`src/rtl/alu_arb_pkg.sv`:
```
// Shared types and constants for the ALU arbiter slice.
package alu_arb_pkg;

  localparam int OPCODE_W = 3;
  localparam int PERF_W   = 16;

  typedef enum logic [1:0] {
    IDLE = 2'd0,
    EXEC = 2'd1,
    RESP = 2'd2
  } arb_state_t;

endpackage

```
`src/rtl/rr_arbiter.sv`:
```
// Combinational round-robin picker: first set request at or after rr_ptr, wrapping.
module rr_arbiter #(
  parameter int NREQ = 4,
  parameter int PW   = $clog2(NREQ)
) (
  input  logic [NREQ-1:0] req,
  input  logic [PW-1:0]   rr_ptr,
  output logic [NREQ-1:0] grant,
  output logic [PW-1:0]   grant_idx,
  output logic            any_req
);

  localparam logic [PW:0] NREQ_W = (PW+1)'(NREQ);

  logic [PW:0]   sum_s;
  logic [PW-1:0] cand_s;
  logic          hit_s;
  logic          found_s;

  // Scan from the pointer outward; the first hit blocks all later candidates.
  always_comb begin
    grant     = '0;
    grant_idx = '0;
    found_s   = 1'b0;
    sum_s     = '0;
    cand_s    = '0;
    hit_s     = 1'b0;
    for (int k = 0; k < NREQ; k++) begin
      sum_s         = {1'b0, rr_ptr} + (PW+1)'(k);
      cand_s        = (sum_s >= NREQ_W) ? PW'(sum_s - NREQ_W) : PW'(sum_s);
      hit_s         = req[cand_s] & ~found_s;
      grant[cand_s] = grant[cand_s] | hit_s;
      grant_idx     = hit_s ? cand_s : grant_idx;
      found_s       = found_s | hit_s;
    end
    any_req = found_s;
  end

endmodule

```
`src/rtl/alu_arbiter.sv`:
```
// Time-shares one external ALU among NREQ valid/ready requesters (IDLE -> EXEC -> RESP).
// Optional: define ALU_ARB_PERF_EN to add the saturating op_count output.
module alu_arbiter
  import alu_arb_pkg::*;
#(
  parameter int N    = 8,
  parameter int NREQ = 4
) (
  input  logic                     clk,
  input  logic                     rst_n,
  input  logic [NREQ-1:0]          req_valid,
  output logic [NREQ-1:0]          req_ready,
  input  logic [NREQ*N-1:0]        req_a,
  input  logic [NREQ*N-1:0]        req_b,
  input  logic [NREQ*OPCODE_W-1:0] req_opcode,
  output logic [NREQ-1:0]          rsp_valid,
  output logic [N-1:0]             rsp_y,
  output logic [N-1:0]             alu_a,
  output logic [N-1:0]             alu_b,
  output logic [OPCODE_W-1:0]      alu_opcode,
  input  logic [N-1:0]             alu_y
`ifdef ALU_ARB_PERF_EN
  ,
  output logic [PERF_W-1:0]        op_count
`endif
);

  localparam int PW = $clog2(NREQ);

  arb_state_t            state_r, state_nx_s;
  logic [PW-1:0]         grant_r, rr_ptr_r, next_ptr_s;
  logic [N-1:0]          alu_a_r, alu_b_r, rsp_y_r;
  logic [OPCODE_W-1:0]   alu_op_r;
  logic [NREQ-1:0]       rsp_valid_r;
  logic [NREQ-1:0]       arb_grant_s;
  logic [PW-1:0]         arb_idx_s;
  logic                  any_req_s;
  logic [N-1:0]          sel_a_s, sel_b_s;
  logic [OPCODE_W-1:0]   sel_op_s;

  rr_arbiter #(.NREQ(NREQ), .PW(PW)) u_rr (
    .req       (req_valid),
    .rr_ptr    (rr_ptr_r),
    .grant     (arb_grant_s),
    .grant_idx (arb_idx_s),
    .any_req   (any_req_s)
  );

  // AND-OR mux of the winning requester's fields using the one-hot grant.
  always_comb begin
    sel_a_s  = '0;
    sel_b_s  = '0;
    sel_op_s = '0;
    for (int i = 0; i < NREQ; i++) begin
      sel_a_s  = sel_a_s  | (req_a[i*N +: N] & {N{arb_grant_s[i]}});
      sel_b_s  = sel_b_s  | (req_b[i*N +: N] & {N{arb_grant_s[i]}});
      sel_op_s = sel_op_s | (req_opcode[i*OPCODE_W +: OPCODE_W] & {OPCODE_W{arb_grant_s[i]}});
    end
  end

  assign next_ptr_s = (arb_idx_s == PW'(NREQ-1)) ? '0 : arb_idx_s + PW'(1);

  // Next-state logic.
  always_comb begin
    state_nx_s = state_r;
    case (state_r)
      IDLE: begin
        if (any_req_s) state_nx_s = EXEC;
        else           state_nx_s = IDLE;
      end
      EXEC:    state_nx_s = RESP;
      RESP:    state_nx_s = IDLE;
      default: state_nx_s = IDLE;
    endcase
  end

  // State, operand latches, result capture and response pulse.
  always_ff @(posedge clk or negedge rst_n) begin
    if (!rst_n) begin
      state_r     <= IDLE;
      grant_r     <= '0;
      rr_ptr_r    <= '0;
      alu_a_r     <= '0;
      alu_b_r     <= '0;
      alu_op_r    <= '0;
      rsp_y_r     <= '0;
      rsp_valid_r <= '0;
    end else begin
      state_r <= state_nx_s;
      case (state_r)
        IDLE: begin
          if (any_req_s) begin
            alu_a_r  <= sel_a_s;
            alu_b_r  <= sel_b_s;
            alu_op_r <= sel_op_s;
            grant_r  <= arb_idx_s;
            rr_ptr_r <= next_ptr_s;
          end
          rsp_valid_r <= '0;
        end
        EXEC: begin
          rsp_y_r     <= alu_y;
          rsp_valid_r <= {{(NREQ-1){1'b0}}, 1'b1} << grant_r;
        end
        RESP:    rsp_valid_r <= '0;
        default: rsp_valid_r <= '0;
      endcase
    end
  end

  // Grants are only visible in IDLE and are forced low during reset.
  assign req_ready  = (rst_n && (state_r == IDLE)) ? arb_grant_s : '0;
  assign rsp_valid  = rsp_valid_r;
  assign rsp_y      = rsp_y_r;
  assign alu_a      = alu_a_r;
  assign alu_b      = alu_b_r;
  assign alu_opcode = alu_op_r;

`ifdef ALU_ARB_PERF_EN
  logic [PERF_W-1:0] op_count_r;

  // Completed-operation counter, saturating at all ones.
  always_ff @(posedge clk or negedge rst_n) begin
    if (!rst_n) begin
      op_count_r <= '0;
    end else if ((state_r == RESP) && (op_count_r != {PERF_W{1'b1}})) begin
      op_count_r <= op_count_r + PERF_W'(1);
    end
  end

  assign op_count = op_count_r;
`endif

endmodule
```
`config.mk`:
```
export PLATFORM = sky130hd
export DESIGN_NAME = alu_arbiter
export DESIGN_NICKNAME = d
export VERILOG_FILES = /design/src/rtl/alu_arb_pkg.sv /design/src/rtl/rr_arbiter.sv /design/src/rtl/alu_arbiter.sv
export SDC_FILE = /design/constraint.sdc
export NUM_CORES = 1
export LEC_CHECK = 0
export ABC_CLOCK_PERIOD_IN_PS = 5400
export CAP_MARGIN = 20
export CORE_MARGIN = 4
export CORE_UTILIZATION = 41
export DETAILED_ROUTE_END_ITERATION = 16
export GPL_TIMING_DRIVEN = 0
export PLACE_DENSITY = 0.81
export SYNTH_ARGS = -nofsm -noshare
export SYNTH_HDL_FRONTEND = slang
export SYNTH_SLANG_ARGS = --single-unit
```
`constraint.sdc`:
```
create_clock -name clk -period 5.4 [get_ports clk]
set_input_delay 0.81 -clock clk [delete_from_list [all_inputs] [get_ports clk]]
set_output_delay 0.81 -clock clk [all_outputs]
set_load 0.05 [all_outputs]
```
Word level (Yosys, flattened, before mapping) --
Cells that the tools add are included.
Storage, ports and cells: register bits 37, input bits 90, output and inout bits 35
Operators by class: $add $sub $neg 8, $lt $le $gt $ge 12, equality and inequality tests 2, shift operators 1, mux-type cells 40, bitwise logic cells 35, reductions and logical operators 7
Operators with widths (number):
- AND 8 bit | 8
- OR 8 bit | 6
- two-way mux 2 bit | 9
- binary-select mux 1 bit (select 2 bit) | 8
- two-way mux 1 bit | 13
- AND 3 bit | 4
- bitwise mux 4 bit | 3
- less-than comparator 2 x 3 -> 1 bit, second input constant | 4
- >= comparator 3 bit, second input constant | 3
- OR 3 bit | 3
- demux 1 bit (select 2 bit) | 4
- >= comparator 2 x 1 -> 1 bit, second input constant | 4
- two-way mux 4 bit | 2
- subtractor 2 x 1 -> 2 bit, second input constant | 4
- OR 1 bit | 7
- adder 2 x 2 -> 3 bit, second input constant | 2
- logical AND 1 bit | 5
- AND 4 bit | 1
- one-hot mux 2 bit (2 select lines) | 1
- left shift 1 x 2 -> 4 bit, first input constant | 1
- adder 2 x 1 -> 3 bit, second input constant | 1
- AND 1 bit | 3
- >= comparator 2 x 3 -> 1 bit, second input constant | 1
- inverter 1 bit | 3
- other kinds (5) | 5

Logic depth before layout (Yosys ltp) --
depth after elaboration 23, mapped depth 16, mapped depth without buffers 11

Cells and area by module --
From an unflattened synthesis, not the netlist that was laid out.
Second synthesis, totals: cells, all modules 232, area, all modules 2346.0 um^2
Modules (own cells, without submodules):
- alu_arbiter | times used 1, cells an instance 153, area each 1706.6 um^2
- rr_arbiter | times used 1, cells an instance 79, area each 639.4 um^2

Worst setup path after synthesis --
OpenSTA, ideal clock, no wires.
path type reg-to-output, start reg with a tool-made name, end out req_ready[0], data arrival time 4.030 ns, data required time 4.590 ns, slack 0.560 ns, stages on the path, launching flop included 16, path buffers 5, cell sequence dfrtp_1 -> clkbuf_1 -> clkbuf_1 -> buf_2 -> inv_1 -> ha_1 -> clkbuf_1 -> nor2b_1 -> nor2b_1 -> a31oi_1 -> o211ai_1 -> a2bb2oi_1 -> o21ai_0 -> and3_1 -> buf_2 -> nor2b_1
RTL lines:
- to (decl) | RTL line alu_arbiter.sv:12 | output logic [NREQ-1:0] req_ready,

==> reports/metrics.cfg <==
[run_status]
run_status=finished clean

[power]
switching_power_uw=1590
clock_power_share_pct=6.6
sequentialPowerShare_pct=16.1
vdd_drop_max_mv=0.533
pwr-share-comb_pct=77.2
switching_share_pct=51.7
leakagePower_uw=0.00157
cell_area_power_density_mw_per_mm2=775
cell_internal_pwr_uw=1490

[clock_network]
htree_depth=2
clock_sinks=37
clock_slew_at_reported_path_ffs_ns=0.07
cts_max_path_buffers=2
cts_hold_repair.buffers=0
insertion_delay_ns=0.30
cts_inserted_buffers=5
cts-root-buf=clkbuf_8
tritoncts=done

[worst_setup_path]
critical_path_class=reg -> out
cell_depth_of_the_worst_flop_to_flop_path=17
critical_path_peak_fanout=10
crit_arrival_ns=4.29
reg2reg_setup_slack_ns=1.34
critical_path_required_ns=4.59
crit_path_start_kind=register
worstSetupEndpointType=primary output
r2r-end=alu_a[5]

[yosys]
synth-compound-area-share_pct=28.8
ys_warn_count=0
seq_area_frac_synth_pct=36.7
muxShareOfSynthArea_pct=8.23
synth_cells=274
mappedNetlistNets=368
synthTopCellsByArea=dfrtp_1, a22oi_1, a31oi_1
asyncSetResetFlopFracSynth_pct=100
cell_type_contributing_the_most_total_cell_area_after_synthesis=dfrtp_1
synthesis.area_per_instance_um2=9.21
synthXorXnorAreaFrac_pct=0.694
synth_top_area_share_pct=36.7
synth-simple-area-share_pct=17.2
ys_dominant_reg_cell=dfrtp_1
synth_cell_types=53
main_combinational_cell_family_by_area_after_synthesis=compound AO/OA/AOI/OAI gates
synth_area_mm2=0.00252
ys_seq_elements=37
count_of_flip_flops_with_a_built_in_enable_after_synthesis=0
post_synth_adder_cell_area_pct=1.98

[layout]
final_nets=500
finish.utilization_pct=66.7
final_layout_size_suffix_gt1_share_pct=12.8
register_area_um2=927
area_growth_pct=57.6
antenna_cells_inserted=0
multi_input_comb_area_mm2=0.00146
layout.filler_cells=509
final-instance-count-excl-fill=482

[sta]
fmaxAchievable_mhz=196
fin_setup_tns_ns=0
period_needed_ns=5.10
finalHoldWorstSlack_ns=0.447
finalClockSkew_ns=0.00711
grt_setup_unrepaired=false
final_period_utilization_pct=94.5
slew_headroom_pct=43.8
timing.final.max_slew_violations=0
worst_slew_pin_slew_ns=0.843
timing.final.ws_setup_ns=0.298
number_of_endpoints_failing_setup_at_the_final_stage=0
timing_hold_violations_final=0

[place]
place_inst=472
dp_worst_setup_slack_ns=-0.444
place.detailed.hpwl_um=6120
routabilityCongestion=0.908
io_buffers=123

[detailed_routing]
detailroute.via_count=2700
detail-route-antenna-nets=0
detail_route.iter0.violations=199
avgRoutedWirePerCell_um=16.3
first_pass_iters=4
drcViolationCount=0
drt-total-wl_um=7870
vias_per_cell=5.60

[hold_path]
worst_hold_path.endpoint=rsp_valid[1]
hp-class=reg -> reg
worstHoldStart=grant_r[1]
worst_hold_path.num_cells=1

[flow_run]
max-cap-violations=0

[global_routing]
initial_antenna_violation_count=0
grt_start_max_net_pins=39
grt_use_met1_pct=25.2
global_route.overflow_total=0
use_met2_pct=36.0
top_usage_layer=met2
via_count_of_the_first_global_routing_pass=2606
gr_layer_usage_met3_pct=5.32
all_layer_global_routing_usage_pct=20.9
grt_first_pass_wirelength_um=12300

[floorplan]
placement_rows=28
initial_core_util_pct=42.4
floorplan.io_pins=125
area_of_the_die_mm2=0.00747
die_h_um=86.4
floorplan.core_area_mm2=0.00596
die_w_um=86.4

==> layout by cell type (no fill, tap or decap), drive strengths merged, types with 3 or more instances in the layout <==
cell type / count
o21ai: 15
a22oi: 39
clkbuf: 25
mux2: 10
nor2b: 13
a31oi: 21
buf: 13
a21oi: 9
mux4: 3
ha: 4
nor2: 35
nand2: 6
nor3: 4
and3: 4
inv: 5
clkdlybuf4s50: 118
nor3b: 6
dfrtp: 37
==> cell families (layout without fill, tap and decap cells) <==
| logic type | count (synthesis) | count (layout) |
|---|---|---|
| AO/OA/AOI/OAI | 104 | 104 |
| AND/OR/NAND/NOR | 81 | 81 |
| flip-flops | 37 | 37 |
| buffers and inverters | 31 | 164 |
| multiplexers | 15 | 15 |
| adder cells (fa/ha/maj) | 4 | 4 |
| XOR/XNOR | 2 | 2 |
==> power groups by stage <==
stage          Clock, uW  Sequential [uW]  Combinational [uW]
2_1_floorplan          0              854                1330
3_3_place_gp           0              492                2300
3_5_place_dp           0              500                2330
4_1_cts              210              497                2330
5_1_grt              225              516                2570
6_report             205              497                2380
==> cells in the mapped netlist (2+ instances only) <==
cell and instances:
o21ai_0 7, nor2b_1 13, buf_2 5, nand2_1 6, mux4_2 2, ha_1 4, and3_1 2, buf_6 5
a21oi_1 8, a22oi_1 39, a21bo_2 2, inv_1 5, and3_4 2, mux2_2 9, o21ai_1 8, nor3_1 4
a221o_1 2, mux2i_1 2, a21o_1 2, dfrtp_1 37, nor4b_1 2, and2_1 2, clkbuf_1 16, nor3b_1 6
nor2_1 35, nand3b_1 2, a31oi_1 21
==> registers in the layout (all words and copies together) (netlist names), named ones only <==
register    cells
rsp_valid       4
rsp_y           8
alu_opcode      3
rr_ptr_r        1
grant_r         2
alu_b           8
state_r         2
alu_a           8
==> through the flow <==
step | total power [uW] | area [um2]
2_1_floorplan | 2180 | 2520
3_3_place_gp | 2800 | 3850
3_5_place_dp | 2830 | 3840
4_1_cts | 3040 | 3940
5_1_grt | 3310 | 3980
6_report | 3080 | 3980
==> critical path, stage by stage (launching register included) <==
cell and delay [ns]:
dfrtp_2 0.44, clkbuf_4 0.23, clkbuf_4 0.22, clkbuf_4 0.22, inv_1 0.11, ha_1 0.36, clkbuf_4 0.22, mux4_1 0.32
mux2_4 0.33, o21ai_1 0.09, o211ai_1 0.16, buf_4 0.20, a2bb2oi_2 0.21, o21ai_1 0.10, and3_4 0.19, buf_6 0.14
nor2b_1 0.13, clkdlybuf4s15_2 0.33
==> final cells by class <==
cell class              count  area share, %
flip-flops and latches     37           23.3
repair buffers            125           30.9
clock inverters             2          0.346
multi-input cells         206           36.6
well taps                  75           2.36
clock buffers               6           2.08
inverters                   5          0.472
plain buffers              26           3.90
==> how the worst max path moves through the flow <==
stage	from	endpoint	slack (ns)
3_3_place_gp	register	req_ready[3]	-0.43
5_1_grt	register	req_ready[1]	0.02
3_5_place_dp	register	req_ready[0]	-0.44
4_1_cts	register	req_ready[3]	-0.07
6_report	register	req_ready[1]	0.30
2_1_floorplan	register	req_ready[0]	0.56
==> layer usage <==
metal | vias up | routed length, um | share of wire [%]
met4 | 0 | 176 | 2.2
li1 | 1304 | - | -
met3 | 17 | 663 | 8.4
met5 | - | 0 | 0
met2 | 114 | 3900 | 50
met1 | 1265 | 3130 | 40
==> repair_timing <==
item,CTS,global route
setup buffers,0,2
pin swaps,0,1
resized for setup,11,18
endpoints found under the setup margin,4,4
No activity file was read; power rests on OpenSTA's default activity.
